**config.mk**
```make
export PLATFORM = sky130hd
export DESIGN_NAME = mem_arbiter_flat
export DESIGN_NICKNAME = d
export VERILOG_FILES = /design/src/rtl/mem_arbiter_if.sv /design/src/rtl/mem_arbiter.sv /design/src/flat_wrapper.sv
export SDC_FILE = /design/constraint.sdc
export NUM_CORES = 1
export LEC_CHECK = 0
export BUFFER_PORTS_ARGS = -buffer_cell sky130_fd_sc_hd__buf_2
export CORE_ASPECT_RATIO = 1.75
export CORE_UTILIZATION = 32
export DETAILED_ROUTE_END_ITERATION = 7
export SLEW_MARGIN = 0
export SYNTH_ARGS = -nofsm -noshare
export SYNTH_HDL_FRONTEND = slang
export SYNTH_SLANG_ARGS = --single-unit
```
**constraint.sdc**
```tcl
create_clock -name CLK -period 2 [get_ports CLK]
set_clock_uncertainty 0.05 [all_clocks]
set_input_delay 0.2 -clock CLK [delete_from_list [all_inputs] [get_ports CLK]]
set_output_delay 0.2 -clock CLK [all_outputs]
set_load 0.01 [all_outputs]
```
**src/rtl/mem_arbiter_if.sv**
```systemverilog
// Pipeline/RAM bus seen by the memory arbiter.
// master = arbiter side, slave = pipeline + RAM side.
interface mem_arbiter_if;
  logic        iREN;
  logic [31:0] iaddr;
  logic        dREN;
  logic        dWEN;
  logic [31:0] daddr;
  logic [31:0] dstore;
  logic        ihit;
  logic        dhit;
  logic [31:0] iload;
  logic [31:0] dload;
  logic        ramREN;
  logic        ramWEN;
  logic [31:0] ramaddr;
  logic [31:0] ramstore;
  logic [31:0] ramload;
  logic        ram_rdy;
  logic        mem_err;

  modport master (
    input  iREN, iaddr, dREN, dWEN,
    input  daddr, dstore,
    input  ramload, ram_rdy,
    output ihit, dhit, iload, dload,
    output ramREN, ramWEN,
    output ramaddr, ramstore,
    output mem_err
  );

  modport slave (
    output iREN, iaddr, dREN, dWEN,
    output daddr, dstore,
    output ramload, ram_rdy,
    input  ihit, dhit, iload, dload,
    input  ramREN, ramWEN,
    input  ramaddr, ramstore,
    input  mem_err
  );
endinterface

```
**src/rtl/mem_arbiter.sv**
```systemverilog
// Single-port RAM arbiter between fetch and memory stages.
// One access in flight, fair I/D alternation, timeout guard.
module mem_arbiter #(
  parameter int unsigned TIMEOUT  = 15,
  parameter logic [31:0] ERR_WORD = 32'hBAD1BAD1
) (
  input  logic          CLK,
  input  logic          nRST,
  mem_arbiter_if.master bus
);

  localparam int unsigned CW = $clog2(TIMEOUT + 1);

  typedef enum logic [1:0] {
    IDLE,
    IBUSY,
    DBUSY,
    DONE
  } state_t;

  state_t        r_state;
  logic [CW-1:0] r_cnt;
  logic          r_last_d;
  logic          r_gnt_d;
  logic          r_wr;
  logic          r_ihit;
  logic          r_dhit;
  logic [31:0]   r_iload;
  logic [31:0]   r_dload;
  logic          r_ren;
  logic          r_wen;
  logic [31:0]   r_addr;
  logic [31:0]   r_store;
  logic          r_err;

  logic          w_dreq;
  logic          w_pick_d;
  logic          w_tmo;
  logic          w_end;
  logic [31:0]   w_ld;

  assign w_dreq   = bus.dREN | bus.dWEN;
  // r_last_d==0 means instruction went last, so data wins a tie
  assign w_pick_d = w_dreq & (~bus.iREN | ~r_last_d);
  assign w_tmo    = (r_cnt == CW'(TIMEOUT - 1));
  assign w_end    = bus.ram_rdy | w_tmo;
  assign w_ld     = bus.ram_rdy ? bus.ramload : ERR_WORD;

  always_ff @(posedge CLK or negedge nRST) begin
    if (!nRST) begin
      r_state  <= IDLE;
      r_cnt    <= '0;
      r_last_d <= 1'b0;
      r_gnt_d  <= 1'b0;
      r_wr     <= 1'b0;
      r_ihit   <= 1'b0;
      r_dhit   <= 1'b0;
      r_iload  <= 32'h0;
      r_dload  <= 32'h0;
      r_ren    <= 1'b0;
      r_wen    <= 1'b0;
      r_addr   <= 32'h0;
      r_store  <= 32'h0;
      r_err    <= 1'b0;
    end else begin
      r_ihit <= 1'b0;
      r_dhit <= 1'b0;
      unique case (r_state)
        IDLE: begin
          if (w_dreq | bus.iREN) begin
            r_cnt   <= '0;
            r_gnt_d <= w_pick_d;
            if (w_pick_d) begin
              r_state <= DBUSY;
              r_addr  <= bus.daddr;
              r_store <= bus.dstore;
              r_wr    <= bus.dWEN;
              r_ren   <= ~bus.dWEN;
              r_wen   <= bus.dWEN;
            end else begin
              r_state <= IBUSY;
              r_addr  <= bus.iaddr;
              r_wr    <= 1'b0;
              r_ren   <= 1'b1;
              r_wen   <= 1'b0;
            end
          end
        end
        IBUSY, DBUSY: begin
          if (w_end) begin
            r_state <= DONE;
            r_ren   <= 1'b0;
            r_wen   <= 1'b0;
            if (!bus.ram_rdy) r_err <= 1'b1;
            if (r_gnt_d) begin
              r_dhit <= 1'b1;
              if (!r_wr) r_dload <= w_ld;
            end else begin
              r_ihit  <= 1'b1;
              r_iload <= w_ld;
            end
          end else begin
            r_cnt <= r_cnt + 1'b1;
          end
        end
        DONE: begin
          r_last_d <= r_gnt_d;
          r_state  <= IDLE;
        end
        default: r_state <= IDLE;
      endcase
    end
  end

  assign bus.ihit     = r_ihit;
  assign bus.dhit     = r_dhit;
  assign bus.iload    = r_iload;
  assign bus.dload    = r_dload;
  assign bus.ramREN   = r_ren;
  assign bus.ramWEN   = r_wen;
  assign bus.ramaddr  = r_addr;
  assign bus.ramstore = r_store;
  assign bus.mem_err  = r_err;

endmodule
```
**src/flat_wrapper.sv**
```systemverilog
// flat-port wrapper written by rule: the top's interface ports become plain ports
module mem_arbiter_flat 
#(
  parameter int unsigned TIMEOUT  = 15,
  parameter logic [31:0] ERR_WORD = 32'hBAD1BAD1
)
  (CLK, nRST, bus_iREN, bus_iaddr, bus_dREN, bus_dWEN, bus_daddr, bus_dstore, bus_ramload, bus_ram_rdy, bus_ihit, bus_dhit, bus_iload, bus_dload, bus_ramREN, bus_ramWEN, bus_ramaddr, bus_ramstore, bus_mem_err);
  mem_arbiter_if bus_i ();
  input  logic CLK;
  input  logic nRST;
  input wire logic [$bits(bus_i.iREN)-1:0] bus_iREN;
  input wire logic [$bits(bus_i.iaddr)-1:0] bus_iaddr;
  input wire logic [$bits(bus_i.dREN)-1:0] bus_dREN;
  input wire logic [$bits(bus_i.dWEN)-1:0] bus_dWEN;
  input wire logic [$bits(bus_i.daddr)-1:0] bus_daddr;
  input wire logic [$bits(bus_i.dstore)-1:0] bus_dstore;
  input wire logic [$bits(bus_i.ramload)-1:0] bus_ramload;
  input wire logic [$bits(bus_i.ram_rdy)-1:0] bus_ram_rdy;
  output wire logic [$bits(bus_i.ihit)-1:0] bus_ihit;
  output wire logic [$bits(bus_i.dhit)-1:0] bus_dhit;
  output wire logic [$bits(bus_i.iload)-1:0] bus_iload;
  output wire logic [$bits(bus_i.dload)-1:0] bus_dload;
  output wire logic [$bits(bus_i.ramREN)-1:0] bus_ramREN;
  output wire logic [$bits(bus_i.ramWEN)-1:0] bus_ramWEN;
  output wire logic [$bits(bus_i.ramaddr)-1:0] bus_ramaddr;
  output wire logic [$bits(bus_i.ramstore)-1:0] bus_ramstore;
  output wire logic [$bits(bus_i.mem_err)-1:0] bus_mem_err;
  assign bus_i.iREN = bus_iREN;
  assign bus_i.iaddr = bus_iaddr;
  assign bus_i.dREN = bus_dREN;
  assign bus_i.dWEN = bus_dWEN;
  assign bus_i.daddr = bus_daddr;
  assign bus_i.dstore = bus_dstore;
  assign bus_i.ramload = bus_ramload;
  assign bus_i.ram_rdy = bus_ram_rdy;
  assign bus_ihit = bus_i.ihit;
  assign bus_dhit = bus_i.dhit;
  assign bus_iload = bus_i.iload;
  assign bus_dload = bus_i.dload;
  assign bus_ramREN = bus_i.ramREN;
  assign bus_ramWEN = bus_i.ramWEN;
  assign bus_ramaddr = bus_i.ramaddr;
  assign bus_ramstore = bus_i.ramstore;
  assign bus_mem_err = bus_i.mem_err;
  mem_arbiter #(.TIMEOUT(TIMEOUT), .ERR_WORD(ERR_WORD)) u_core (.CLK(CLK), .nRST(nRST), .bus(bus_i));
endmodule
```
; ---- Yosys cells after proc, flatten, opt, wreduce, memory -nomap -nowiden
; Cells that the tools add are included.
[classes]
reduce_logical = 11
n_bitwise = 11
n_addsub = 1
n_eq_ne = 7
n_mux = 22
[ops]
columns = op, count
row1 = $mux W32, 2
row2 = $reduce_and A3 Y1, 5
row3 = $mux W1, 11
row4 = $mux W4, 2
row5 = $pmux W4 S2, 1
row6 = $mux W2, 3
row7 = $not A1 Y1, 6
row8 = $pmux W2 S3, 1
row9 = $add A4 B1 Y4 const B, 1
row10 = $eq A2 B2 Y1 const B, 2
row11 = $eq A4 B4 Y1 const B, 1
row12 = $ne A2 B1 Y1 const B, 2
row13 = $or A1 B1 Y1, 4
row14 = $pmux W1 S2, 2
row15 = $reduce_and A2 Y1, 2
row16 = $reduce_and A4 Y1, 1
row17 = $eq A2 B1 Y1 const B, 1
row18 = $logic_not A2 Y1, 1
row19 = $ne A2 B2 Y1 const B, 1
row20 = $reduce_bool A2 Y1, 1
row21 = $reduce_or A2 Y1, 1
row22 = $and A1 B1 Y1, 1
[totals]
out_inout_bits = 133
elab_cells = 66
in_bits = 134
regBits = 142

; ---- Logic depth before layout (Yosys ltp)
; Gate-level depths: netlist of the first run.
[logic_depth]
ltp_word = 6
mapped_depth = 8
mapped_depth_nobuf = 6

; ---- Worst setup path before layout of the first run
; No wires, ideal clock.
[synth_path]
path_type = register -> register
startpoint = register u_core.r_state[0]
endpoint = register u_core.r_dload[11], in the netlist u_core.bus.dload[11]
stages_incl_launch_ff = 9
arrival_time_ns = 1.631
setup_time_ns = 0.137
path_buffers = 3
synth_period_minus_slack_ns = 1.818
required_time_ns = 1.813
setup_slack_ns = 0.182
cell_sequence = dfrtp_1 inv_1 ha_1 buf_2 and3b_1 and2_1 buf_2 buf_2 a2bb2oi_1
[synth_between]
elab_chain_cells = 3
elab_cells_between_ends = 4
cone_classes = eq/ne (2) / reduce/logical (2)
[synth_rtl]
columns = element, line_no
row1 = start: declaration, mem_arbiter.sv:21  ; state_t r_state;
row2 = start signal: assignment, mem_arbiter.sv:51  ; r_state <= IDLE;
row3 = start signal: assignment, mem_arbiter.sv:74  ; r_state <= DBUSY;
row4 = start signal: assignment, mem_arbiter.sv:81  ; r_state <= IBUSY;
row5 = $eq A2 B1 Y1 or $eq A2 B2 Y1 (tied branches), mem_arbiter.sv:68  ; unique case (r_state)
row6 = $reduce_or A2 Y1 *, mem_arbiter.sv:68
row7 = $reduce_and A4 Y1 (no line) *, -
row8 = end signal: assignment, mem_arbiter.sv:97  ; if (!r_wr) r_dload <= w_ld;
row9 = end: declaration, mem_arbiter.sv:29  ; logic [31:0] r_dload;
; Every way passes the cells marked *; elsewhere a longest branch is shown, timed or not.
; A chain may end at the register's enable or synchronous reset.

; ---- Worst setup path in the final report of the first run
[layout_path]
startpoint = register u_core.r_state[0]
endpoint = register u_core.r_dload[19], in the netlist u_core.bus.dload[19]
; Same word-level chain as after synthesis.

==> results of run 1 <==
[metrics by stage]
step           instances  cell area (um^2)
3_3_place_gp         923              7470
5_1_grt             1002              8560
3_5_place_dp         923              7470
4_1_cts             1002              8540
6_report            1002              8560
2_1_floorplan        441              5780
[power groups by stage]
stage	Combinational (mW)	Sequential, mW	Clock, mW
after floorplan	2.62	5.63	0
after global placement	5.41	5.07	0
after detailed placement	5.56	5.12	0
after CTS	5.63	5.09	3.31
after global routing	6.12	5.27	3.42
final	5.60	5.08	3.20
[per-layer routing]
metal	global-route usage [%]	vias up	part of all wire [%]
li1	-	2254	-
met1	17.5	2285	37
met2	31.4	196	55
met5	0	-	0
met4	10.0	0	3.8
met3	3.19	41	4.5
[worst min-delay path, stage by stage]
cell and delay [ns]:
buf_2 0.07, mux2i_1 0.05, o21ai_0 0.12
[cells in the final DEF (no fill, tap or decap), types with 2 or more instances in the layout]
master         instances
nand2_2                3
a32o_1                16
buf_6                  2
a211oi_1               2
ha_1                   5
nor3_1                 2
inv_6                  5
bufinv_16              2
dfrtp_1              142
o21ai_0               34
clkinv_4               2
a21oi_1                3
mux2_2                 6
buf_2                265
nand2_1               41
clkinvlp_4             2
dlygate4sd3_1         47
and2_0                 2
a22o_1                12
o22a_1                15
inv_8                  3
buf_12                 6
mux2_1                27
a2bb2oi_1             22
inv_1                  7
nor2b_1               12
buf_4                  8
mux2i_1               32
nand3_1                2
clkbuf_16             17
[state kept, by name, summed over array words and instances, names as in the netlist, 2 cells and up]
name	flops
u_core.bus.dload	32
u_core.r_cnt	4
u_core.bus.ramstore	32
u_core.bus.ramaddr	32
u_core.bus.iload	32
u_core.r_state	2
[logic make-up after synthesis]
group / Yosys count
buffers and inverters: 38
and+or+nand+nor: 72
adders and majority gates: 5
AOI/OAI and AO/OA: 119
muxes: 65
DFF: 142
[cell type report]
| class | instances | area (um^2) |
|---|---|---|
| repair buffers | 328 | 2000 |
| fillers | 1608 | 8980 |
| well taps | 231 | 289 |
| clock inverters | 15 | 175 |
| clock buffers | 17 | 425 |
| flip-flops and latches | 142 | 3550 |
| multi-input cells | 261 | 2080 |
| inverters | 8 | 32.5 |
[worst paths after layout]
path                       slack [ns]                                  to  cells after the start
min                              0.02  u_core.bus.ramaddr[20]$_DFFE_PN0P_                      3
max reg2reg                      0.13    u_core.bus.dload[19]$_DFFE_PN0P_                      6
min in group asynchronous        0.19    u_core.bus.iload[13]$_DFFE_PN0P_                      2
min reg2reg                      0.41      u_core.bus.mem_err$_DFFE_PN0P_                      1
max in group asynchronous        1.09  u_core.bus.ramaddr[30]$_DFFE_PN0P_                      3
max                              0.13    u_core.bus.dload[19]$_DFFE_PN0P_                      6
[repair_timing]
item                       in CTS  in global routing
gates resized for setup         0                  7
setup buffers                   0                  0
setup endpoints to repair       0                 56
hold endpoints to repair      202                  0
hold buffers                   47                  0
==> out/metrics.yaml, run 1 <==
path_delay_family: "simple AND/OR/NAND/NOR gates"
synth_compound_area_share_pct: 16.1
ir_drop_uv: 541
synth-simple-area-share_pct: 6.35
finalPower_mw: 13.9
grt_first_pass_wirelength_mm: 25.0
critPathBufInv: 2
synth-adder-area-share_pct: 1.08
synth_top_cell_area_share_pct: 61.5
setup_violations: 0
syn_to_final_growth_pct: 48.1
cts_tree: "yes"
synth_cell_type_count: 48
coreArea_um2: 17500
synth_flop_cell: "dfrtp_1"
yosysTopAreaCell: "dfrtp_1"
period_needed_ns: 1.87
power.density_nw_per_um2: 1620
synth_cells: 441
drtAntennaViolNets: 0
drt_iter0_markers: 160
rows: 64
fin_tns_setup_ns: 0
cp_max_fo: 22
track_usage_pct: 16.9
finalHoldViolCount: 0
antenna_found_initial: 0
cap_viol_max_count: 0
fin_util_pct: 48.8
firstDrtPassIters: 4
final_max_slew_viol_count: 0
finalWeightedCongestion: 0.785
pwr-share-clk_pct: 23.1
synth_seq_cells: 142
clock.fmax_mhz: 534
grt_max_degree: 59
port_buffers: 266
syn_avg_cell_area_um2: 13.1
dp_slack_ns: 0.0467
grt_pass1_vias: 5098
cts_root_buf: "clkbuf_16"
n_antenna_cell: 0
worstHoldPathType: "input pin to register"
max_slew_margin_pct: 39.8
synth-edff-count: 0
grt_setup_unrepaired: "false"
setup_slack_ns: 0.126
route.detailed.drc: 0
p_int_mw: 8.88
vias: 4776
overflow: 0
cp_slowest_stage_delay_ns: 0.39
synth_common_cells: "142 x dfrtp_1, 43 x nand2_1, 34 x o21ai_0"
critical_path_class: "register to register"
netlist_area_um2: 5780
outcome: "completed"
synth-xor-area-share_pct: 0
synth.area.top_cells: "dfrtp_1 62%, mux2i_1 5.5%, mux2_1 5.3%, a2bb2oi_1 3.3%, o21ai_0 2.9%"
slowest_stage: "dfrtp_1"
hp-start: "bus_iaddr[20]"
avgRoutedWirePerCell_um: 15.2
synth-seq-area-share_pct: 61.5
end_kind: "register"
seqPwrFrac_pct: 36.6
viasPerCell: 4.77
htreeDepth: 4
syn_nets: 580
die_h_um: 180
clk_pin_slew_worst_paths_ns: 0.07
path_cells: "inv_1, ha_1, and3b_1, buf_12, and2_0, a22o_1"
die_w_um: 104
hpwl_mm: 11.1
comb_power_share_pct: 40.4
clock_latency_ns: 0.41
start_kind: "register"
synth-async-reset-ratio_pct: 100
crit_required_ns: 2.25
io_pins: 267
whs_ns: 0.0166
yosys_warnings: 0
worstSetupStartpoint: "u_core.r_state[0]$_DFFE_PN0P_"
r2r-start: "u_core.r_state[0]$_DFFE_PN0P_"
final_net_count: 897
cp_data_arrival_time_ns: 2.12
wirelength_mm: 15.2
yosys.cell_count.top_type: "dfrtp_1"
worstMarginPinSlew_ns: 0.903
p_sw_mw: 5.00
finalCritPeriodShare_pct: 93.7
cts_made_buffers: 17
drive_gt1_share_pct: 43.1
cts_buffer_depth: 2
synth_top_family_by_area: "compound AO/OA/AOI/OAI gates"
power_leakage_nw: 4.28
clock_sinks: 142
initial_core_util_pct: 32.9
die_area_um2: 18600
yosys-mux-area-fraction_pct: 12.0
p_sw_share_pct: 36.0
Note: power is estimated with default switching activity, not from simulation.
==> run 2, diff against run 1 <==
--- a/config.mk
+++ b/config.mk
@@ -5,6 +5,7 @@
 export SDC_FILE = /design/constraint.sdc
 export NUM_CORES = 1
 export LEC_CHECK = 0
+export ABC_AREA = 1
 export BUFFER_PORTS_ARGS = -buffer_cell sky130_fd_sc_hd__buf_2
 export CORE_ASPECT_RATIO = 1.75
 export CORE_UTILIZATION = 32
==> constraint.sdc (replaced) <==
create_clock -name CLK -period 1.8 [get_ports CLK]
set_clock_uncertainty 0.05 [all_clocks]
set_input_delay 0.18 -clock CLK [delete_from_list [all_inputs] [get_ports CLK]]
set_output_delay 0.18 -clock CLK [all_outputs]
set_load 0.01 [all_outputs]
==> out/metrics.yaml, run 2 <==
finalHoldViolCount: 0  # unchanged
whs_endpoint: "u_core.bus.iload[7]$_DFFE_PN0P_"
synth-async-reset-ratio_pct: 100  # unchanged
r2r-end: "u_core.bus.dload[7]$_DFFE_PN0P_"
synth.area.top_cells: "dfrtp_1 59%, nand2_1 18%, o211ai_1 4.0%, o21ai_1 3.4%, o21ai_2 3.3%"
stdcell_count: 1284  # +28%
synth-seq-area-share_pct: 58.7  # -2.8 points
yosys_warnings: 0  # unchanged
syn_to_final_growth_pct: 52.5
power_leakage_nw: 5.05  # +18%
yosysTopAreaCell: "dfrtp_1"
cts_buffer_depth: 2  # unchanged
grt_first_pass_wirelength_mm: 27.6  # +10%
coreArea_um2: 18600  # +6.0%
critical_path_class: "register to register"
avgRoutedWirePerCell_um: 14.3  # -6.1%
place_inst: 1160  # +26%
synth_flop_cell: "dfrtp_1"
hpwl_mm: 12.1  # +9.2%
synth_top_cell_area_share_pct: 58.7  # -2.8 points
ff2ff_path_depth: 8  # +2
finalPower_mw: 15.5  # +11%
final_max_slew_viol_count: 0  # unchanged
syn_nets: 817  # +41%
multi_input_area_um2: 2130  # +2.2%
drt_iter0_markers: 259  # +62%
final_net_count: 1172  # +31%
yosys.cell_count.top_type: "nand2_1"
cts_root_buf: "clkbuf_16"
layout_common_cells: "296 x nand2_1, 265 x buf_2, 142 x dfrtp_1, 86 x dlygate4sd3_1, 44 x inv_1"
grt_max_degree: 65  # +10%
synth-edff-count: 0  # unchanged
n_antenna_cell: 0  # unchanged
netlist_area_um2: 6050  # +4.7%
hold_depth: 3  # unchanged
worstHoldPathType: "input pin to register"
rrSetupSlack_ns: 0.13  # about the same
synth_cell_type_count: 23  # -52%
fillers: 1778  # +11%
initial_core_util_pct: 32.6  # -0.37 points
vias: 5721  # +20%
start_kind: "register"
clock.fmax_mhz: 598  # +12%
cts_tree: "yes"
clock_sinks: 142  # unchanged
grt_pass1_vias: 5663  # +11%
grt_setup_unrepaired: "false"
crit_required_ns: 2.04  # -0.21 ns
ir_drop_uv: 641  # +18%
finalWeightedCongestion: 0.845  # +7.7%
antenna_found_initial: 0  # unchanged
synth_cells: 678  # +54%
worstMarginPinSlew_ns: 0.561  # -0.342 ns
cts_made_buffers: 17  # unchanged
r2r-start: "u_core.r_state[0]$_DFFE_PN0P_"
track_usage_pct: 18.2  # +1.3 points
period_needed_ns: 1.67  # -0.201 ns
die_h_um: 184  # +2.3%
cp_data_arrival_time_ns: 1.92  # -0.20 ns
rows: 66  # +3.1%
end_kind: "register"
final-seq-area_um2: 3550  # unchanged
clk_pin_slew_worst_paths_ns: 0.06  # about the same
max_slew_margin_pct: 62.5  # +23 points
syn_avg_cell_area_um2: 8.92  # -32%
final_common_cell: "nand2_1"
hp-start: "bus_ramload[7]"
outcome: "completed"
synth_seq_cells: 142  # unchanged
clock_latency_ns: 0.41  # about the same
wirelength_mm: 18.3  # +20%
synth_common_cells: "297 x nand2_1, 142 x dfrtp_1, 44 x inv_1"
die_area_um2: 19500  # +4.7%
die_w_um: 106  # +2.3%
viasPerCell: 4.46  # -6.5%
cap_viol_max_count: 0  # unchanged
drive_gt1_share_pct: 33.7  # -9.3 points
fin_tns_setup_ns: 0  # unchanged
overflow: 0  # unchanged
finalCritPeriodShare_pct: 92.9  # -0.76 points
setup_violations: 0  # unchanged
port_buffers: 266  # unchanged
power.density_nw_per_um2: 1680  # +3.3%
io_pins: 267  # unchanged
firstDrtPassIters: 4  # unchanged
cp_max_fo: 16  # -27%
htreeDepth: 4  # unchanged
drtAntennaViolNets: 0  # unchanged
route.detailed.drc: 0  # unchanged
==> run 2: area by class of cell <==
cell class / instances / share of cell area [%]
timing repair buffer: 372 / 27.0
clock buffer: 19 / 4.80
clock inverter: 13 / 1.52
multi-input combinational: 452 / 23.0
tap: 238 / 3.23
inverter: 48 / 1.95
sequential: 142 / 38.5
==> run 2: how the worst max path moves through the flow <==
stage	start	to	slack [ns]	cells past startpoint
6_report	u_core.r_state[0]$_DFFE_PN0P_	u_core.bus.dload[7]$_DFFE_PN0P_	0.13	8
5_1_grt	u_core.r_state[0]$_DFFE_PN0P_	u_core.bus.dload[7]$_DFFE_PN0P_	0.04	8
4_1_cts	u_core.r_state[0]$_DFFE_PN0P_	u_core.r_wr$_DFFE_PN0P_	0.1	6
3_5_place_dp	u_core.r_state[0]$_DFFE_PN0P_	u_core.r_wr$_DFFE_PN0P_	0.11	6
3_3_place_gp	u_core.r_state[0]$_DFFE_PN0P_	u_core.bus.dload[28]$_DFFE_PN0P_	0.18	8
2_1_floorplan	u_core.r_state[0]$_DFFE_PN0P_	u_core.bus.dload[11]$_DFFE_PN0P_	0.25	8
==> run 2: cells by family (layout without fill, tap and decap cells) <==
logic type,after synthesis,in the layout,synth area share (%)
XOR/XNOR,1,1,0.145
AND/OR/NAND/NOR,339,339,21.8
flip-flops,142,142,58.7
AO/OA/AOI/OAI,107,107,11.8
buffers and inverters,84,452,6.49
adder cells (fa/ha/maj),5,5,1.03
==> run 2: metal layers <==
metal	up-vias	share of wire, %	global-route usage, %
met3	41	3.7	3.37
met4	0	3.7	9.61
met5	-	0	0
met2	180	55	33.2
met1	2650	38	19.8
li1	2850	-	-
==> run 2: worst max-delay path: stages (launching register included) <==
cell,delay [ns]
dfrtp_1,0.40
inv_1,0.09
ha_4,0.30
inv_2,0.06
nor2_2,0.14
nand3_4,0.16
clkbuf_16,0.22
nand2_1,0.07
o21ai_1,0.06
==> run 2: repair_timing <==
| action | 4_1_cts | 5_1_grt |
|---|---|---|
| hold buffers | 86 | 0 |
| setup endpoints to repair | 0 | 28 |
| resized for setup | 0 | 3 |
| endpoints found under the hold margin | 176 | 0 |
| setup buffers | 0 | 3 |
==> run 2: through the flow <==
step | utilization, % | setup WS [ns] | instance area [um^2] | hold WS, ns
finish | 49.7 | 0.127 | 9230 | 0.0142
global route | 49.7 | 0.0411 | 9230 | 0.00748
CTS | 49.1 | 0.0983 | 9120 | 0.000429
detailed placement | 41.3 | 0.107 | 7680 | 0.0630
global placement | 41.3 | 0.183 | 7680 | 0.0588
floorplan | - | 0.248 | 6050 | -0.166
==> run 2: report_power, final <==
group,total (mW),internal (mW),switching (mW),leakage (nW)
combinational,6.47,2.68,3.79,3.01
sequential,5.53,4.70,0.828,1.76
clock,3.47,2.08,1.39,0.276
total,15.5,9.46,6.01,5.05
